$ cat config.mk
export PLATFORM = sky130hd
export DESIGN_NAME = cronometro_ctrl
export DESIGN_NICKNAME = d
export VERILOG_FILES = /design/src/rtl/cronometro_pkg.sv /design/src/rtl/botao_cond.sv /design/src/rtl/cronometro_ctrl.sv
export SDC_FILE = /design/constraint.sdc
export NUM_CORES = 1
export LEC_CHECK = 0
export BUFFER_PORTS_ARGS = -buffer_cell sky130_fd_sc_hd__buf_2
export CAP_MARGIN = 20
export CORE_ASPECT_RATIO = 0.8
export CORE_MARGIN = 2
export CORE_UTILIZATION = 55
export DETAILED_ROUTE_END_ITERATION = 8
export HOLD_SLACK_MARGIN = 0.06
export PLACE_DENSITY_LB_ADDON = 0.05
export SLEW_MARGIN = 0
export SYNTH_ARGS = -nofsm -noshare
export SYNTH_HDL_FRONTEND = slang
export SYNTH_HIERARCHICAL = 1
export SYNTH_SLANG_ARGS = --single-unit
export TNS_END_PERCENT = 20
$ cat constraint.sdc
create_clock -name clk_i -period 4.2 [get_ports clk_i]
set_clock_uncertainty 0.1 [all_clocks]
set_input_delay 0.63 -clock clk_i [delete_from_list [all_inputs] [get_ports clk_i]]
set_output_delay 0.63 -clock clk_i [all_outputs]
set_load 0.005 [all_outputs]
$ cat src/rtl/cronometro_pkg.sv
// Shared encodings for the stopwatch controller: FSM states and button indices.
package cronometro_pkg;

  localparam int ESTADO_W = 3;

  typedef enum logic [ESTADO_W-1:0] {
    INICIO = 3'd0,
    CONTAR = 3'd1,
    PAUSAR = 3'd2,
    PARAR  = 3'd3,
    VOLTA  = 3'd4
  } estado_e;

  localparam int BTN_CONTA = 0;
  localparam int BTN_PAUSA = 1;
  localparam int BTN_PARA  = 2;
  localparam int BTN_VOLTA = 3;
  localparam int N_BTN     = 4;

endpackage

$ cat src/rtl/botao_cond.sv
// Active-low push-button conditioner: 2-flop synchroniser, optional debounce
// (CRONOMETRO_DEBOUNCE_EN), falling-edge detect into a registered 1-cycle pulse.
module botao_cond #(
  parameter int DEB_CICLOS = 250000
) (
  input  logic clk_i,
  input  logic rst_ni,
  input  logic btn_ni,
  output logic pulso_o
);

  logic s1_q, s2_q, nivel, nivel_ant_q, pulso_q;

  // Idle level is high, so flops reset to 1 to avoid a pulse on reset release.
  always_ff @(posedge clk_i or negedge rst_ni) begin
    if (!rst_ni) begin
      s1_q <= 1'b1;
      s2_q <= 1'b1;
    end else begin
      s1_q <= btn_ni;
      s2_q <= s1_q;
    end
  end

`ifdef CRONOMETRO_DEBOUNCE_EN
  localparam int CNT_W = $clog2(DEB_CICLOS + 1);

  logic [CNT_W-1:0] cnt_q;
  logic             estavel_q;

  always_ff @(posedge clk_i or negedge rst_ni) begin
    if (!rst_ni) begin
      cnt_q     <= '0;
      estavel_q <= 1'b1;
    end else if (s2_q == estavel_q) begin
      cnt_q <= '0;
    end else if (cnt_q == CNT_W'(DEB_CICLOS - 1)) begin
      estavel_q <= s2_q;
      cnt_q     <= '0;
    end else begin
      cnt_q <= cnt_q + 1'b1;
    end
  end

  assign nivel = estavel_q;
`else
  assign nivel = s2_q;
`endif

  always_ff @(posedge clk_i or negedge rst_ni) begin
    if (!rst_ni) begin
      nivel_ant_q <= 1'b1;
      pulso_q     <= 1'b0;
    end else begin
      nivel_ant_q <= nivel;
      pulso_q     <= nivel_ant_q & ~nivel;
    end
  end

  assign pulso_o = pulso_q;

endmodule

$ cat src/rtl/cronometro_ctrl.sv
// Stopwatch controller: button conditioning, run/pause/stop/lap FSM, prescaled
// saturating time counter and lap memory. Debounce enabled by CRONOMETRO_DEBOUNCE_EN.
module cronometro_ctrl
  import cronometro_pkg::*;
#(
  parameter int TICK_DIV   = 500000,
  parameter int TEMPO_W    = 24,
  parameter int N_VOLTAS   = 4,
  parameter int DEB_CICLOS = 250000,
  localparam int SEL_W     = (N_VOLTAS > 1) ? $clog2(N_VOLTAS) : 1,
  localparam int QTD_W     = $clog2(N_VOLTAS + 1)
) (
  input  logic               clk_i,
  input  logic               reset_i,
  input  logic               conta_i,
  input  logic               pausa_i,
  input  logic               para_i,
  input  logic               volta_i,
  input  logic [SEL_W-1:0]   volta_sel_i,
  output logic [ESTADO_W-1:0] estado_o,
  output logic               contando_o,
  output logic [TEMPO_W-1:0] tempo_o,
  output logic [TEMPO_W-1:0] tempo_exibido_o,
  output logic [TEMPO_W-1:0] volta_dado_o,
  output logic [QTD_W-1:0]   volta_qtd_o,
  output logic               volta_cheia_o,
  output logic               estouro_o
);

  localparam int PS_W = $clog2(TICK_DIV);

  logic [N_BTN-1:0] btn_n, pulso;

  assign btn_n[BTN_CONTA] = conta_i;
  assign btn_n[BTN_PAUSA] = pausa_i;
  assign btn_n[BTN_PARA]  = para_i;
  assign btn_n[BTN_VOLTA] = volta_i;

  for (genvar g = 0; g < N_BTN; g++) begin : g_btn
    botao_cond #(.DEB_CICLOS(DEB_CICLOS)) u_btn (
      .clk_i   (clk_i),
      .rst_ni  (reset_i),
      .btn_ni  (btn_n[g]),
      .pulso_o (pulso[g])
    );
  end

  estado_e            estado_q, estado_d;
  logic               contando_q;
  logic [PS_W-1:0]    presc_q;
  logic [TEMPO_W-1:0] tempo_q;
  logic               estouro_q;
  logic [QTD_W-1:0]   qtd_q;
  logic [TEMPO_W-1:0] voltas_q [N_VOLTAS];

  // Only the highest-priority pulse of a cycle is seen by the FSM.
  logic cmd_para, cmd_pausa, cmd_conta, cmd_volta;
  assign cmd_para  = pulso[BTN_PARA];
  assign cmd_pausa = pulso[BTN_PAUSA] & ~cmd_para;
  assign cmd_conta = pulso[BTN_CONTA] & ~pulso[BTN_PARA] & ~pulso[BTN_PAUSA];
  assign cmd_volta = pulso[BTN_VOLTA] & ~pulso[BTN_PARA] & ~pulso[BTN_PAUSA]
                   & ~pulso[BTN_CONTA];

  logic cheia, gravar, limpar, wrap;
  assign cheia  = (qtd_q == QTD_W'(N_VOLTAS));
  assign gravar = cmd_volta & ~cheia & contando_q;
  assign limpar = cmd_conta & (estado_q == PARAR);
  assign wrap   = (presc_q == PS_W'(TICK_DIV - 1));

  always_comb begin
    estado_d = estado_q;
    case (estado_q)
      INICIO: if (cmd_conta) estado_d = CONTAR;
      CONTAR, VOLTA: begin
        if (cmd_para)                            estado_d = PARAR;
        else if (cmd_pausa)                      estado_d = PAUSAR;
        else if (cmd_conta)                      estado_d = CONTAR;
        else if (gravar)                         estado_d = VOLTA;
      end
      PAUSAR: begin
        if (cmd_para)       estado_d = PARAR;
        else if (cmd_conta) estado_d = CONTAR;
      end
      PARAR:   if (cmd_conta) estado_d = CONTAR;
      default: estado_d = INICIO;
    endcase
  end

  always_ff @(posedge clk_i or negedge reset_i) begin
    if (!reset_i) begin
      estado_q   <= INICIO;
      contando_q <= 1'b0;
    end else begin
      estado_q   <= estado_d;
      contando_q <= (estado_d == CONTAR) || (estado_d == VOLTA);
    end
  end

  always_ff @(posedge clk_i or negedge reset_i) begin
    if (!reset_i) begin
      presc_q   <= '0;
      tempo_q   <= '0;
      estouro_q <= 1'b0;
      qtd_q     <= '0;
      for (int i = 0; i < N_VOLTAS; i++) voltas_q[i] <= '0;
    end else if (limpar) begin
      presc_q   <= '0;
      tempo_q   <= '0;
      estouro_q <= 1'b0;
      qtd_q     <= '0;
      for (int i = 0; i < N_VOLTAS; i++) voltas_q[i] <= '0;
    end else begin
      // Lap captures the value before this cycle's increment.
      if (gravar) begin
        for (int i = 0; i < N_VOLTAS; i++)
          if (qtd_q == QTD_W'(i)) voltas_q[i] <= tempo_q;
        qtd_q <= qtd_q + 1'b1;
      end
      if (contando_q) begin
        if (wrap) begin
          presc_q <= '0;
          if (&tempo_q) estouro_q <= 1'b1;
          else          tempo_q   <= tempo_q + 1'b1;
        end else begin
          presc_q <= presc_q + 1'b1;
        end
      end
    end
  end

  logic [TEMPO_W-1:0] ultima, dado;
  always_comb begin
    ultima = '0;
    dado   = '0;
    for (int i = 0; i < N_VOLTAS; i++) begin
      if (qtd_q == QTD_W'(i + 1)) ultima = voltas_q[i];
      if ((volta_sel_i == SEL_W'(i)) && (QTD_W'(i) < qtd_q)) dado = voltas_q[i];
    end
  end

  assign estado_o        = estado_q;
  assign contando_o      = contando_q;
  assign tempo_o         = tempo_q;
  assign tempo_exibido_o = (estado_q == VOLTA) ? ultima : tempo_q;
  assign volta_dado_o    = dado;
  assign volta_qtd_o     = qtd_q;
  assign volta_cheia_o   = cheia;
  assign estouro_o       = estouro_q;

endmodule

# Word-level counts from Yosys, hierarchy flattened
# Index checks and enable logic that the tools add are counted.
# W data, S select, Z words.
# totals
regBits	163
in_bits	8
output_inout_bits	81
word_cells	129
# op_classes
add_sub_neg	3
magnitude_cmp	4
eq_ne	15
muxes	35
bitwise_logic	21
n_reduce_logical	25
# ops
operator	count
$mux W24	17
$mux W96	2
$mux W19	3
$add A24 B1 Y24 const B	1
$mux W3	8
$reduce_and A24 Y1	1
$add A19 B1 Y19 const B	1
$eq A19 B19 Y1 const B	1
$reduce_bool A2 Y1	8
$and A1 B1 Y1	13
$eq A3 B2 Y1 const B	4
$eq A3 B1 Y1 const B	3
$eq A3 B3 Y1 const B	3
$pmux W3 S3	1
$not A1 Y1	8
$reduce_and A2 Y1	4
$logic_not A3 Y1	2
$lt A1 B3 Y1 const A	2
$lt A2 B3 Y1 const A	2
$reduce_and A3 Y1	2
$eq A2 B2 Y1 const B	2
$logic_and A1 B1 Y1	4
$mux W1	4
$reduce_or A2 Y1	2
other kinds (5)	5

# Logic depth before layout (Yosys ltp)
# logic_depth
word_depth	13
mapped_depth	10
ltp_nobuf	7

# By module
# Netlist, hierarchy kept.
# modules_own_cells
mod	instances	cells_each	area_each_um2	seq_area_each_um2
cronometro_ctrl	1	979	8449.4	3678.5
botao_cond	4	5	117.6	103.8

# Worst setup path before layout
# OpenSTA, ideal clock, no wires.
# synth_timing
kind	reg-to-output
from	register qtd_q[0], in the netlist volta_qtd_o[0]
to	output tempo_exibido_o[10]
arrival_time_ns	1.868
required_time_ns	3.470
setup_slack_ns	1.602
path_stages_with_launch	9
path_buffers	1
cell_sequence	dfrtp_1 -> inv_1 -> ha_1 -> nor4b_2 -> clkbuf_1 -> a22oi_1 -> nor2_1 -> a221oi_1 -> a21oi_1
# synth_between
elab_chain_cells	6
word_cells_on_any_way	9
classes_between	eq/ne (4); mux (5)
# synth_rtl
element	line	source
start: declaration	cronometro_ctrl.sv:53	logic [QTD_W-1:0] qtd_q;
start signal: assignment	cronometro_ctrl.sv:117	qtd_q <= qtd_q + 1'b1;
$eq A3 B1 Y1	cronometro_ctrl.sv:136	if (qtd_q == QTD_W'(i + 1)) ultima = voltas_q[i];
$mux W24 (3 in a row)	cronometro_ctrl.sv:136	
$mux W24 *	cronometro_ctrl.sv:136	
$mux W24 *	cronometro_ctrl.sv:144	assign tempo_exibido_o = (estado_q == VOLTA) ? ultima : tempo_q;
end: declaration	cronometro_ctrl.sv:23	output logic [TEMPO_W-1:0] tempo_exibido_o,
# Every way passes the cells marked *; elsewhere a longest branch is shown, timed or not.

# Final worst setup path
# layout_timing
from	register qtd_q[2], in the netlist volta_qtd_o[2]
to	output volta_dado_o[2]
# layout_between
elab_chain_cells	6
word_cells_on_any_way	12
classes_between	order compare (4); mux (4); reduce/logical (4)
# layout_rtl
element	line	source
$lt A1 B3 Y1	cronometro_ctrl.sv:137	if ((volta_sel_i == SEL_W'(i)) && (QTD_W'(i) < qtd_q)) dado = voltas_q[i];
$logic_and A1 B1 Y1	cronometro_ctrl.sv:137	
$mux W24 (3 in a row)	cronometro_ctrl.sv:137	
$mux W24 *	cronometro_ctrl.sv:137	
end: declaration	cronometro_ctrl.sv:24	output logic [TEMPO_W-1:0] volta_dado_o,
# Marked as above.

==> impl_summary.txt <==
----------------------------------------------------
[Synthesis]
  Number of enable-type register cells in the synthesized netlist ... 0
  Predominant post-synthesis flop cell ... dfrtp_1
  Synthesis-stage register bit count ... roughly 160
  Yosys warning total ... 6
  Ys async rst share ... 1.00
  Post-Syn Nets ... 1012
  Top area cells in the synthesized netlist ... dfrtp_1, a21oi_1, nand2_1
  Per-instance average area after synthesis ... just under 9 um2
  Cell types with the highest counts after synthesis ... nand2_1, dfrtp_1, nor2_1, a21oi_1, clkbuf_1
  Most numerous cell in the Yosys netlist ... nand2_1
  Gate Count Post-Synth ... 999
  Cell area after synthesis ... 8920 um2
  Proportion of netlist area held by the largest area contributor ... 0.424
  Unique cell type count in the Yosys netlist ... 60
  Sequential area share after synthesis ... 0.459
  Post-synthesis cell type with the largest combined area ... dfrtp_1

[Power]
  Peak supply drop ... 238 uV
  Proportion of total power due to net switching ... 0.275
  Switch Pwr ... 0.994 mW
  Internal power consumption ... 2.62 mW
  Power share of the sequential group ... 0.483
  Share of power burned in combinational logic ... 0.113
  Power per unit of standard cell area ... 364 nW/um2
  Clock Power Share ... 0.403
  Static leakage ... around 4.4 nW

[Worst setup path]
  Worst setup path class ... register to output pin
  Internal reg-to-reg setup slack ... between 1 and 1.5 ns
  R2r endpoint ... voltas_q[85]
  Slowest cell on the critical path ... a211oi_4
  WP buf/inv ... 2
  Crit end category ... output pin
  Launching element type of the critical path ... register
  Required time reported for the critical path endpoint ... 3.47 ns
  Data arrival time at the worst-slack endpoint ... 2.82 ns
  R2R depth ... 8
  Crit Path Max Fanout ... 17
  Gate family responsible for the most delay along the worst path ... compound AO/OA/AOI/OAI gates
  Crit-path max cell delay ... 0.86 ns
  R2R Path Start ... volta_qtd_o[0]
  Cells along the critical path ... nor2_1, a211oi_4, buf_4, nand2_1, a21oi_1, buf_2

[STA]
  Maximum achievable frequency ... 282 MHz
  Minimum hold slack ... 0.158 ns
  Setup violators final ... 0
  Hold Violations, Final ... 0
  Final critical-path share of the clock period ... 0.845
  Max-slew violations ... 0
  Unrepaired setup endpoints after global routing ... no
  Slew at the pin closest to its max-slew limit ... between 1 and 1.5 ns
  Slew margin rel. ... 0.327
  Setup Total Neg Slack ... 0 ns
  Minimum clock period ... 3.55 ns

[Clocking]
  Number of setup buffers added after CTS ... 0
  TritonCTS clock tree ... yes
  H-Tree Depth ... 4
  Root Driver ... clkbuf_16
  CTS sink count ... 163
  Hold buffers post-CTS ... 0
  Clock latency of the later-clocked register in the worst-skew pair ... between 0.4 and 0.5 ns
  Clk buf depth ... 2
  Number of cells upsized or downsized after cts ... 0
  Clock slew at the register clock pins of the worst setup and hold paths ... 0.06 ns
  Inserted Clock Buffers ... 17

[Cells and area]
  Antenna diodes ... 0
  Area of all placed cells without fillers ... 9910 um2
  Number of nets in the final layout ... 1042
  Fin cells ... 1257
  Footprint of the flip-flops and latches ... 4090 um2
  Fillcell total ... around 1400
  Layout area overhead ... 11.1%
  Fin util ... 0.627
  Share of final-layout standard cells stronger than drive strength 1 ... 0.174
  Combined area of the multi-input logic cells ... 4370 um2

[Place]
  Routability congestion estimate ... 0.839
  Buffers added on ports ... 88
  Cell Area, Placed ... ~9400 um2
  HPWL after detailed placement ... around 15000 um
  Number of instances in the placed design ... 1225

[Route]
  Violation count after the first detailed-routing iteration ... 836
  DR vias ... 7937
  Via-to-Cell Ratio ... 6.31
  Routed WL per cell ... approximately 20 um
  Count of antenna-violating nets left after detailed routing ... 0
  Length of the first detailed-routing pass in iterations ... 5
  Final Routed Wirelength ... 25100 um
  Drc violations ... 0

[Floorplan]
  Count of boundary I/O pins ... 89
  Die span in x ... between 100 and 150 um
  Core outline area ... 15800 um2
  Die boundary height ... around 120 um
  Die Outline Area ... 17300 um2
  FP Rows ... 41
  Effective utilization at floorplan ... 0.565

[GRT]
  GRT Residual Overflow ... 0
  Global-route usage over all layers ... 0.301
  Antenna violations before repair ... 0
  Wire length of the first global-routing pass ... 41000 um
  Number of global-route vias before repair ... about 7400
  Largest net degree at the start of global routing ... 97

[Status]
  Status ... finished clean

[Min path]
  Hold/Removal Path Class ... primary input to asynchronous set/reset pin

[Job]
  Max capacitance violation total ... 0

----------------------------------------------------
[logic make-up after synthesis]
| kind of cell | synth area share |
|---|---|
| multiplexers | 0.0610 |
| XOR/XNOR | 0.00687 |
| buffers and inverters | 0.0568 |
| AO/OA/AOI/OAI | 0.184 |
| AND/OR/NAND/NOR | 0.225 |
| flip-flops | 0.459 |
| adder cells (fa/ha/maj) | 0.00701 |
[worst max path at each step]
stage / startpoint / to / slack (ns) / depth (start not counted)
after CTS: volta_qtd_o[2] / volta_dado_o[2] / 0.65 / 6
after detailed placement: volta_qtd_o[2] / volta_dado_o[2] / 1.13 / 6
final: volta_qtd_o[2] / volta_dado_o[2] / 0.65 / 6
after global routing: volta_qtd_o[2] / volta_dado_o[2] / 0.51 / 6
after floorplan: volta_qtd_o[0] / tempo_exibido_o[10] / 1.60 / 8
after global placement: volta_qtd_o[2] / volta_dado_o[7] / 1.20 / 6
[metal layers]
metal | vias up | track usage | routed length [um]
li1 | 3636 | - | -
met1 | 3919 | 0.456 | 11800
met2 | 350 | 0.445 | 11100
met3 | 32 | 0.0566 | 1860
met4 | 0 | 0.0789 | 315
met5 | - | 0 | 0
[worst reg2reg max path, cell delays in order (launching register included)]
cell and delay (ns):
dfrtp_1 0.49, inv_1 0.15, ha_1 0.24, and2_4 0.30
or4_4 0.61, nor3b_4 0.20, buf_4 0.45, mux2i_1 0.25
nor2_1 0.07
[placed cells by master (no fill, tap or decap), types with 18 or more instances in the layout]
cell type / instances
nand2_1: 153
dfrtp_1: 151
nor2_1: 138
a21oi_1: 126
buf_2: 87
mux2i_1: 51
a221oi_1: 48
a22oi_1: 24
buf_4: 20
o31ai_1: 18
or4_1: 18
[power groups by stage]
stage / combinational [mW] / sequential, mW / clock, mW
global route: 0.451 / 1.76 / 1.54
floorplan: 0.265 / 1.72 / 0
CTS: 0.407 / 1.74 / 1.48
finish: 0.410 / 1.74 / 1.46
detailed placement: 0.407 / 1.77 / 0
global placement: 0.403 / 1.77 / 0
[area by class of cell]
class,count,share of cell area
Clock buffer,26,0.0483
Tap cell,215,0.0271
Sequential cell,163,0.413
Inverter,6,0.00227
Clock inverter,6,0.00593
Multi-Input combinational cell,732,0.441
Timing Repair Buffer,109,0.0622
[through the flow]
stage	setup WS [ns]	power, mW
2_1_floorplan	1.60	1.98
3_3_place_gp	1.20	2.17
3_5_place_dp	1.13	2.17
4_1_cts	0.648	3.62
5_1_grt	0.507	3.75
6_report	0.652	3.61
[flip-flops by register name, summed over array words and instances (netlist names)]
| register | count |
|---|---|
| contando_o | 1 |
| estado_o | 3 |
| estouro_o | 1 |
| g_btn.u_btn/nivel | 4 |
| g_btn.u_btn/nivel_ant_q | 4 |
| g_btn.u_btn/pulso_o | 4 |
| g_btn.u_btn/s1_q | 4 |
| presc_q | 19 |
| tempo_o | 24 |
| volta_qtd_o | 3 |
| voltas_q | 96 |
Power figures use the tool's default switching activity.
